$ cat src/rtl/icache_pkg.sv
// -----------------------------------------------------------------------------
// icache_pkg
// Shared definitions for the 2-way set-associative instruction cache:
//   - state_t        : controller states (IDLE, MEM_READ, FILL, FLUSH)
//   - off_w/idx_w/tag_w : address field widths derived from the geometry
//   - word_select    : picks one 32-bit word out of a cache block
// No ports (package).
// -----------------------------------------------------------------------------
package icache_pkg;

    typedef enum logic [1:0] {
        IDLE     = 2'd0,
        MEM_READ = 2'd1,
        FILL     = 2'd2,
        FLUSH    = 2'd3
    } state_t;

    // Upper bound on block size accepted by word_select.
    localparam int MAX_BLOCK_WORDS = 64;

    // Byte-offset width: word index bits plus the two byte-in-word bits.
    function automatic int off_w(input int block_words);
        return $clog2(block_words) + 2;
    endfunction

    function automatic int idx_w(input int sets);
        return $clog2(sets);
    endfunction

    function automatic int tag_w(input int addr_w, input int block_words, input int sets);
        return addr_w - off_w(block_words) - idx_w(sets);
    endfunction

    // Block is passed zero-padded to the maximum size; word 0 sits in [31:0].
    function automatic logic [31:0] word_select(input logic [32*MAX_BLOCK_WORDS-1:0] block,
                                                input int sel);
        return block[sel*32 +: 32];
    endfunction

endpackage

$ cat src/rtl/icache_way.sv
// -----------------------------------------------------------------------------
// icache_way
// One way of the instruction cache: data, tag and valid arrays, the tag
// compare for the indexed set, and the word mux for the addressed word.
// Ports:
//   clock, reset_n   : clock, asynchronous active-low reset (valid bits only)
//   index            : set index of the current lookup / fill
//   tag              : tag to compare against and to store on fill
//   word_sel         : word within the block to present on `word`
//   write_en         : store write_data + tag and set valid at index
//   write_data       : whole block to store
//   clear_valid      : invalidate every set of this way
//   hit              : indexed line is valid and its tag matches
//   valid            : indexed line is valid (used for victim choice)
//   word             : selected word of the indexed line
// -----------------------------------------------------------------------------
module icache_way
    import icache_pkg::*;
#(
    parameter int ADDR_W        = 10,
    parameter int BLOCK_WORDS   = 4,
    parameter int SETS          = 4,
    localparam int IDX_W        = idx_w(SETS),
    localparam int TAG_W        = tag_w(ADDR_W, BLOCK_WORDS, SETS),
    localparam int WSEL_W       = $clog2(BLOCK_WORDS),
    localparam int BLOCK_W      = 32 * BLOCK_WORDS
) (
    input  logic               clock,
    input  logic               reset_n,
    input  logic [IDX_W-1:0]   index,
    input  logic [TAG_W-1:0]   tag,
    input  logic [WSEL_W-1:0]  word_sel,
    input  logic               write_en,
    input  logic [BLOCK_W-1:0] write_data,
    input  logic               clear_valid,
    output logic               hit,
    output logic               valid,
    output logic [31:0]        word
);

    logic [BLOCK_W-1:0]               data_mem [SETS];
    logic [TAG_W-1:0]                 tag_mem  [SETS];
    logic [SETS-1:0]                  valid_bits;
    logic [32*MAX_BLOCK_WORDS-1:0]    line_padded;

    always_ff @(posedge clock or negedge reset_n) begin
        if (!reset_n) begin
            valid_bits <= '0;
        end else if (clear_valid) begin
            valid_bits <= '0;
        end else if (write_en) begin
            valid_bits[index] <= 1'b1;
        end
    end

    // Data and tags are deliberately not reset; valid bits gate their use.
    always_ff @(posedge clock) begin
        if (write_en) begin
            data_mem[index] <= write_data;
            tag_mem[index]  <= tag;
        end
    end

    assign valid = valid_bits[index];
    assign hit   = valid && (tag_mem[index] == tag);

    always_comb begin
        line_padded                = '0;
        line_padded[BLOCK_W-1:0]   = data_mem[index];
    end

    assign word = word_select(line_padded, int'(word_sel));

endmodule

$ cat src/rtl/icache_2way.sv
// -----------------------------------------------------------------------------
// icache_2way
// 2-way set-associative instruction cache with per-set LRU replacement,
// explicit fetch request and whole-cache flush.
// Optional macro ICACHE_PERF_EN adds saturating hit_count / miss_count ports.
// Ports:
//   clock, reset_n : clock (rising edge), asynchronous active-low reset
//   read           : fetch request valid
//   address        : byte address {tag, set, word, 2'b00}
//   flush          : invalidate all lines
//   instruction    : selected word, valid when read && !busywait
//   busywait       : stall to the fetch stage
//   hit_count      : (ICACHE_PERF_EN) saturating hit counter
//   miss_count     : (ICACHE_PERF_EN) saturating miss counter
//   mem_read       : block read request to instruction memory
//   mem_address    : block address {tag, set}
//   mem_readdata   : block returned by memory, word 0 in [31:0]
//   mem_busywait   : memory busy; data valid on first sampled low
// -----------------------------------------------------------------------------
module icache_2way
    import icache_pkg::*;
#(
    parameter int ADDR_W        = 10,
    parameter int BLOCK_WORDS   = 4,
    parameter int SETS          = 4,
    localparam int OFF_W        = off_w(BLOCK_WORDS),
    localparam int IDX_W        = idx_w(SETS),
    localparam int TAG_W        = tag_w(ADDR_W, BLOCK_WORDS, SETS),
    localparam int BLOCK_W      = 32 * BLOCK_WORDS
) (
    input  logic                    clock,
    input  logic                    reset_n,
    input  logic                    read,
    input  logic [ADDR_W-1:0]       address,
    input  logic                    flush,
    output logic [31:0]             instruction,
    output logic                    busywait,
`ifdef ICACHE_PERF_EN
    output logic [15:0]             hit_count,
    output logic [15:0]             miss_count,
`endif
    output logic                    mem_read,
    output logic [ADDR_W-OFF_W-1:0] mem_address,
    input  logic [BLOCK_W-1:0]      mem_readdata,
    input  logic                    mem_busywait
);

    localparam int WSEL_W = OFF_W - 2;

    state_t              state, state_nxt;
    logic [WSEL_W-1:0]   word_idx;
    logic [IDX_W-1:0]    set_idx;
    logic [TAG_W-1:0]    tag_f;
    logic                addr_lsb_unused;

    logic                hit0, hit1, valid0, valid1, hit_any, hit_valid;
    logic [31:0]         word0, word1, hit_word, last_instr;
    logic                victim_way, we0, we1;
    logic [SETS-1:0]     lru;
    logic                flush_pend;
    logic [BLOCK_W-1:0]  fill_buf;

    logic                busy_c, mem_read_c, fill_en, flush_en;

    assign word_idx        = address[OFF_W-1:2];
    assign set_idx         = address[OFF_W+IDX_W-1:OFF_W];
    assign tag_f           = address[ADDR_W-1:OFF_W+IDX_W];
    assign addr_lsb_unused = ^address[1:0];

    // Both ways are looked up in parallel on the indexed set.
    icache_way #(.ADDR_W(ADDR_W), .BLOCK_WORDS(BLOCK_WORDS), .SETS(SETS)) u_way0 (
        .clock       (clock),
        .reset_n     (reset_n),
        .index       (set_idx),
        .tag         (tag_f),
        .word_sel    (word_idx),
        .write_en    (we0),
        .write_data  (fill_buf),
        .clear_valid (flush_en),
        .hit         (hit0),
        .valid       (valid0),
        .word        (word0)
    );

    icache_way #(.ADDR_W(ADDR_W), .BLOCK_WORDS(BLOCK_WORDS), .SETS(SETS)) u_way1 (
        .clock       (clock),
        .reset_n     (reset_n),
        .index       (set_idx),
        .tag         (tag_f),
        .word_sel    (word_idx),
        .write_en    (we1),
        .write_data  (fill_buf),
        .clear_valid (flush_en),
        .hit         (hit1),
        .valid       (valid1),
        .word        (word1)
    );

    assign hit_any   = hit0 | hit1;
    // A flush in the same cycle wins over a hit.
    assign hit_valid = (state == IDLE) && read && hit_any && !flush;
    assign hit_word  = hit0 ? word0 : word1;

    // First invalid way (way0 first), otherwise the least recently used one.
    assign victim_way = !valid0 ? 1'b0 : (!valid1 ? 1'b1 : lru[set_idx]);
    assign we0        = fill_en && !victim_way;
    assign we1        = fill_en &&  victim_way;

    always_ff @(posedge clock or negedge reset_n) begin
        if (!reset_n) begin
            state <= IDLE;
        end else begin
            state <= state_nxt;
        end
    end

    always_comb begin
        state_nxt  = state;
        busy_c     = 1'b0;
        mem_read_c = 1'b0;
        fill_en    = 1'b0;
        flush_en   = 1'b0;
        case (state)
            IDLE: begin
                if (flush) begin
                    busy_c    = 1'b1;
                    state_nxt = FLUSH;
                end else if (read && !hit_any) begin
                    busy_c    = 1'b1;
                    state_nxt = MEM_READ;
                end
            end
            MEM_READ: begin
                busy_c     = 1'b1;
                mem_read_c = 1'b1;
                if (!mem_busywait) begin
                    state_nxt = FILL;
                end
            end
            FILL: begin
                busy_c    = 1'b1;
                fill_en   = 1'b1;
                state_nxt = (flush_pend || flush) ? FLUSH : IDLE;
            end
            FLUSH: begin
                busy_c    = 1'b1;
                flush_en  = 1'b1;
                state_nxt = IDLE;
            end
            default: state_nxt = IDLE;
        endcase
    end

    // The block is captured when memory first reports ready, so it need not
    // stay on mem_readdata during FILL.
    always_ff @(posedge clock) begin
        if ((state == MEM_READ) && !mem_busywait) begin
            fill_buf <= mem_readdata;
        end
    end

    // A flush arriving during a refill is remembered and run right after FILL.
    always_ff @(posedge clock or negedge reset_n) begin
        if (!reset_n) begin
            flush_pend <= 1'b0;
        end else if (state == FLUSH) begin
            flush_pend <= 1'b0;
        end else if (flush && ((state == MEM_READ) || (state == FILL))) begin
            flush_pend <= 1'b1;
        end
    end

    // lru[s] names the way that was not used most recently.
    always_ff @(posedge clock or negedge reset_n) begin
        if (!reset_n) begin
            lru <= '0;
        end else if (flush_en) begin
            lru <= '0;
        end else if (fill_en) begin
            lru[set_idx] <= ~victim_way;
        end else if (hit_valid) begin
            lru[set_idx] <= hit0;
        end
    end

    always_ff @(posedge clock or negedge reset_n) begin
        if (!reset_n) begin
            last_instr <= '0;
        end else if (hit_valid) begin
            last_instr <= hit_word;
        end
    end

    assign instruction = hit_valid ? hit_word : last_instr;
    // Gated so that busywait reads 0 while reset is held even with read high.
    assign busywait    = reset_n & busy_c;
    assign mem_read    = mem_read_c;
    assign mem_address = mem_read_c ? {tag_f, set_idx} : '0;

`ifdef ICACHE_PERF_EN
    function automatic logic [15:0] sat_inc(input logic [15:0] v);
        return (v == 16'hFFFF) ? v : v + 16'd1;
    endfunction

    always_ff @(posedge clock or negedge reset_n) begin
        if (!reset_n) begin
            hit_count  <= '0;
            miss_count <= '0;
        end else if (state == FLUSH) begin
            hit_count  <= '0;
            miss_count <= '0;
        end else begin
            if (hit_valid) begin
                hit_count <= sat_inc(hit_count);
            end
            if ((state == IDLE) && (state_nxt == MEM_READ)) begin
                miss_count <= sat_inc(miss_count);
            end
        end
    end
`else
    // Performance counters are not built in this configuration.
`endif

endmodule

$ cat config.mk
export PLATFORM = sky130hd
export DESIGN_NAME = icache_2way
export DESIGN_NICKNAME = d
export VERILOG_FILES = /design/src/rtl/icache_pkg.sv /design/src/rtl/icache_way.sv /design/src/rtl/icache_2way.sv
export SDC_FILE = /design/constraint.sdc
export NUM_CORES = 1
export LEC_CHECK = 0
export BUFFER_PORTS_ARGS = -buffer_cell sky130_fd_sc_hd__buf_2
export CAP_MARGIN = 20
export CORE_MARGIN = 1.5
export CORE_UTILIZATION = 45
export DETAILED_ROUTE_END_ITERATION = 10
export PLACE_DENSITY = 0.61
export RECOVER_POWER = 50
export SLEW_MARGIN = 15
export SYNTH_ARGS = -nofsm -noshare
export SYNTH_HDL_FRONTEND = slang
export SYNTH_SLANG_ARGS = --single-unit
export TNS_END_PERCENT = 1
$ cat constraint.sdc
create_clock -name clock -period 10.35 [get_ports clock]
set_input_delay 2.07 -clock clock [delete_from_list [all_inputs] [get_ports clock]]
set_output_delay 2.07 -clock clock [all_outputs]
set_load 0.05 [all_outputs]
==> impl_metrics.py <==
metrics = {
    "synthesis": {
        "ys_seq_area_frac": 0.7973,
        "syn-mean-instance-area_sq_um": 24.22,
        "synth_cell_types": 30,
        "synth_nets": 2050,
        "syn-cell-area_sq_um": 46070,
        "synth.ff_latch_count": 1231,
        "synthCells": 1902,
        "yosys_warnings": 0,
    },
    "placed_design": {
        "place_ws_ps": 1826,
        "dp.cells": 3397,
        "dp_hpwl_um": 50530,
        "gp_congestion": 0.7151,
        "io_buffers": 180,
    },
    "global_routing": {
        "grt_pass1_wl_um": 143100,
        "antenna_found_initial": 8,
        "grt_pass1_vias": 21140,
        "grt_max_degree": 129,
        "grt_overflow_total": 0,
        "grt_use_total": 0.1902,
    },
    "timing": {
        "maxSlewHeadroom": -2.019,
        "tightest_slew_ps": 4528,
        "fin_crit_sh": 0.8168,
        "hold_viol_final": 0,
        "final.setup_skew_ps": 25.79,
        "setup_ws_ps": 1896,
        "final-setup-viol-count": 0,
        "drv_slew": 182,
        "fin_crit_ps": 8454,
        "fin_hold_ws_ps": 483.8,
        "rsz0062_at_grt": "false",
        "fmax_mhz": 118.3,
    },
    "clock_network": {
        "cts_tree": "yes",
        "ctsHoldBuffers": 0,
        "clockBufferDepth": 3,
        "clkTransAtPathRegs_ps": 60,
        "numCtsBuffers": 120,
        "clock_sinks": 1231,
        "post-cts-setup-buffers": 0,
        "root_buffer": "clkbuf_16",
        "cts_resized": 0,
        "h-tree-depth": 3,
        "clock_latency_ps": 700,
    },
    "pwr": {
        "leakagePower_uw": 0.01756,
        "powerDensity_nw_per_um2": 222.4,
        "ir_drop_uv": 176.0,
    },
    "finish": {
        "seqCellArea_sq_um": 36730,
        "fin_cells": 3632,
        "nets": 2301,
        "multi_input_comb_area_sq_um": 8911,
        "syn2layout_area_growth_pct": 13.99,
        "fillers": 7900,
        "drive_above_1_share": 0.2771,
    },
    "detailed_routing": {
        "post-route-drc-count": 0,
        "vias": 20400,
        "dr.first_iter.drc_count": 1913,
        "wl_per_cell_um": 27.00,
        "routed_via_density": 5.616,
        "antenna_left": 0,
        "wl_um": 98050,
        "dr.pass1.iters": 5,
    },
    "die": {
        "initial_core_util": 0.4534,
        "die_y_um": 323.0,
        "die-area_sq_um": 104300,
        "io_pins": 183,
        "die_w_um": 323.0,
        "num_rows": 117,
        "core_sq_um": 101600,
    },
    "hold_path": {
        "hold_path_depth": 2,
        "hold_path.class": "flop to flop",
    },
    "outcome": {
        "violations": "capacitance limit, slew limit",
        "status": "finished with violations",
    },
    "setup_path": {
        "reg2reg_depth": 4,
        "critPathArrivalTime_ps": 6380,
        "critPathLaunchType": "primary input",
        "path_class": "primary input to output pin",
        "crit_fanout": 79,
        "reg2reg_slack_ps": 5340,
        "required_ps": 8280,
        "end_kind": "output pin",
    },
    "job": {
        "drv_cap": 3,
    },
}
-- layout by cell type (no fill, tap or decap), types with 5 or more instances in the layout --
cell type / Yosys / layout
buf_2: 28 / 101
mux4_2: 299 / 299
and2_1: 8 / 8
nor2_1: 28 / 22
mux2i_1: 134 / 134
xnor2_1: 5 / 5
inv_1: 5 / 5
clkinv_2: 0 / 22
clkbuf_16: 0 / 123
clkbuf_1: 46 / 97
nand2b_1: 7 / 7
o21ai_1: 32 / 32
buf_4: 2 / 33
ha_1: 5 / 5
dfrtp_1: 47 / 47
nor2_4: 0 / 6
bufinv_16: 0 / 12
nand2_1: 36 / 36
clkinv_1: 0 / 34
edfxtp_1: 1184 / 1184
diode_2: 0 / 5
clkinvlp_4: 0 / 8
-- layout make-up --
class	count	area share
clock inverter	83	0.01451
antenna	5	0.0002383
sequential	1231	0.6995
tap	1368	0.03260
multi-input combinational	576	0.1697
timing repair buffer	219	0.02256
inverter	5	0.0003574
clock buffer	145	0.06057
-- power by group --
part / internal (uW) / total (uW) / switching (uW)
clock: 2490 / 4310 / 1830
sequential: 6100 / 6320 / 217
combinational: 336 / 1050 / 717
-- Yosys cell counts (all sizes together) --
| cell type | count | area (sq um) |
|---|---|---|
| nor3 | 3 | 20.02 |
| inv | 5 | 18.77 |
| nor2b | 2 | 12.51 |
| clkbuf | 46 | 172.7 |
| a211oi | 1 | 7.510 |
| dfrtp | 47 | 1176 |
| a21boi | 2 | 15.01 |
| nor2 | 28 | 105.1 |
| nand3 | 2 | 10.01 |
| a21oi | 4 | 20.02 |
| edfxtp | 1184 | 35550 |
| nand3b | 1 | 7.510 |
| xnor2 | 5 | 43.79 |
| nand2b | 7 | 43.79 |
| buf | 44 | 321.5 |
| and2 | 8 | 50.05 |
| nand2 | 37 | 141.4 |
| o2bb2ai | 1 | 8.760 |
| mux4 | 299 | 6734 |
| o21ai | 33 | 165.2 |
| mux2i | 134 | 1341 |
| xor2 | 3 | 26.28 |
| o32ai | 1 | 8.760 |
| ha | 5 | 62.56 |
-- metal layers --
| metal | global-route usage | up-vias | part of all wire |
|---|---|---|---|
| met5 | 0 | - | 0 |
| met4 | 0.05613 | 0 | 0.022 |
| met3 | 0.03218 | 126 | 0.060 |
| met2 | 0.2937 | 634 | 0.47 |
| met1 | 0.2809 | 11060 | 0.45 |
| li1 | - | 8574 | - |
-- cell families (layout without fill, tap and decap cells) --
logic type	after synthesis	after routing	share of synthesized area
XOR/XNOR	8	8	0.001521
flip-flops	1231	1231	0.7973
adder cells (fa/ha/maj)	5	5	0.001358
AO/OA/AOI/OAI	42	42	0.004889
multiplexers	433	433	0.1753
AND/OR/NAND/NOR	88	88	0.008474
other	0	5	0
buffers and inverters	95	452	0.01114
-- state kept, by name, summed over array words and instances, names as in the netlist --
register	count
u_way0.data_mem	512
lru	4
u_way0.tag_mem	16
last_instr	32
fill_buf	128
u_way1.valid_bits	4
state	2
flush_pend	1
u_way1.data_mem	512
u_way0.valid_bits	4
u_way1.tag_mem	16
-- final timing paths --
check,start,to
setup / recovery,address[4],instruction[28]
hold / removal,last_instr[5],last_instr[5]
setup reg to reg,state[1],fill_buf[26]
hold reg to reg,last_instr[5],last_instr[5]
max in group asynchronous,reset_n,last_instr[17]
min in group asynchronous,reset_n,last_instr[27]
-- worst max-delay path: stages --
cell     delay, ps
buf_8          630
mux4_2         610
xor2_1         170
nor3_2         380
nand2_8        490
buf_4          540
mux2i_1        210
mux4_2         490
o21ai_1        310
buf_2          340
-- metrics by stage --
step	setup TNS, ps	utilization	cell area (sq um)	total power [uW]
6_report	0	0.5169	52510	11680
5_1_grt	0	0.5168	52510	12080
4_1_cts	0	0.5175	52570	11790
3_5_place_dp	0	0.4787	48630	7489
3_3_place_gp	0	0.4785	48610	7437
2_1_floorplan	-346070	-	46070	7092
Power figures use the tool's default switching activity.
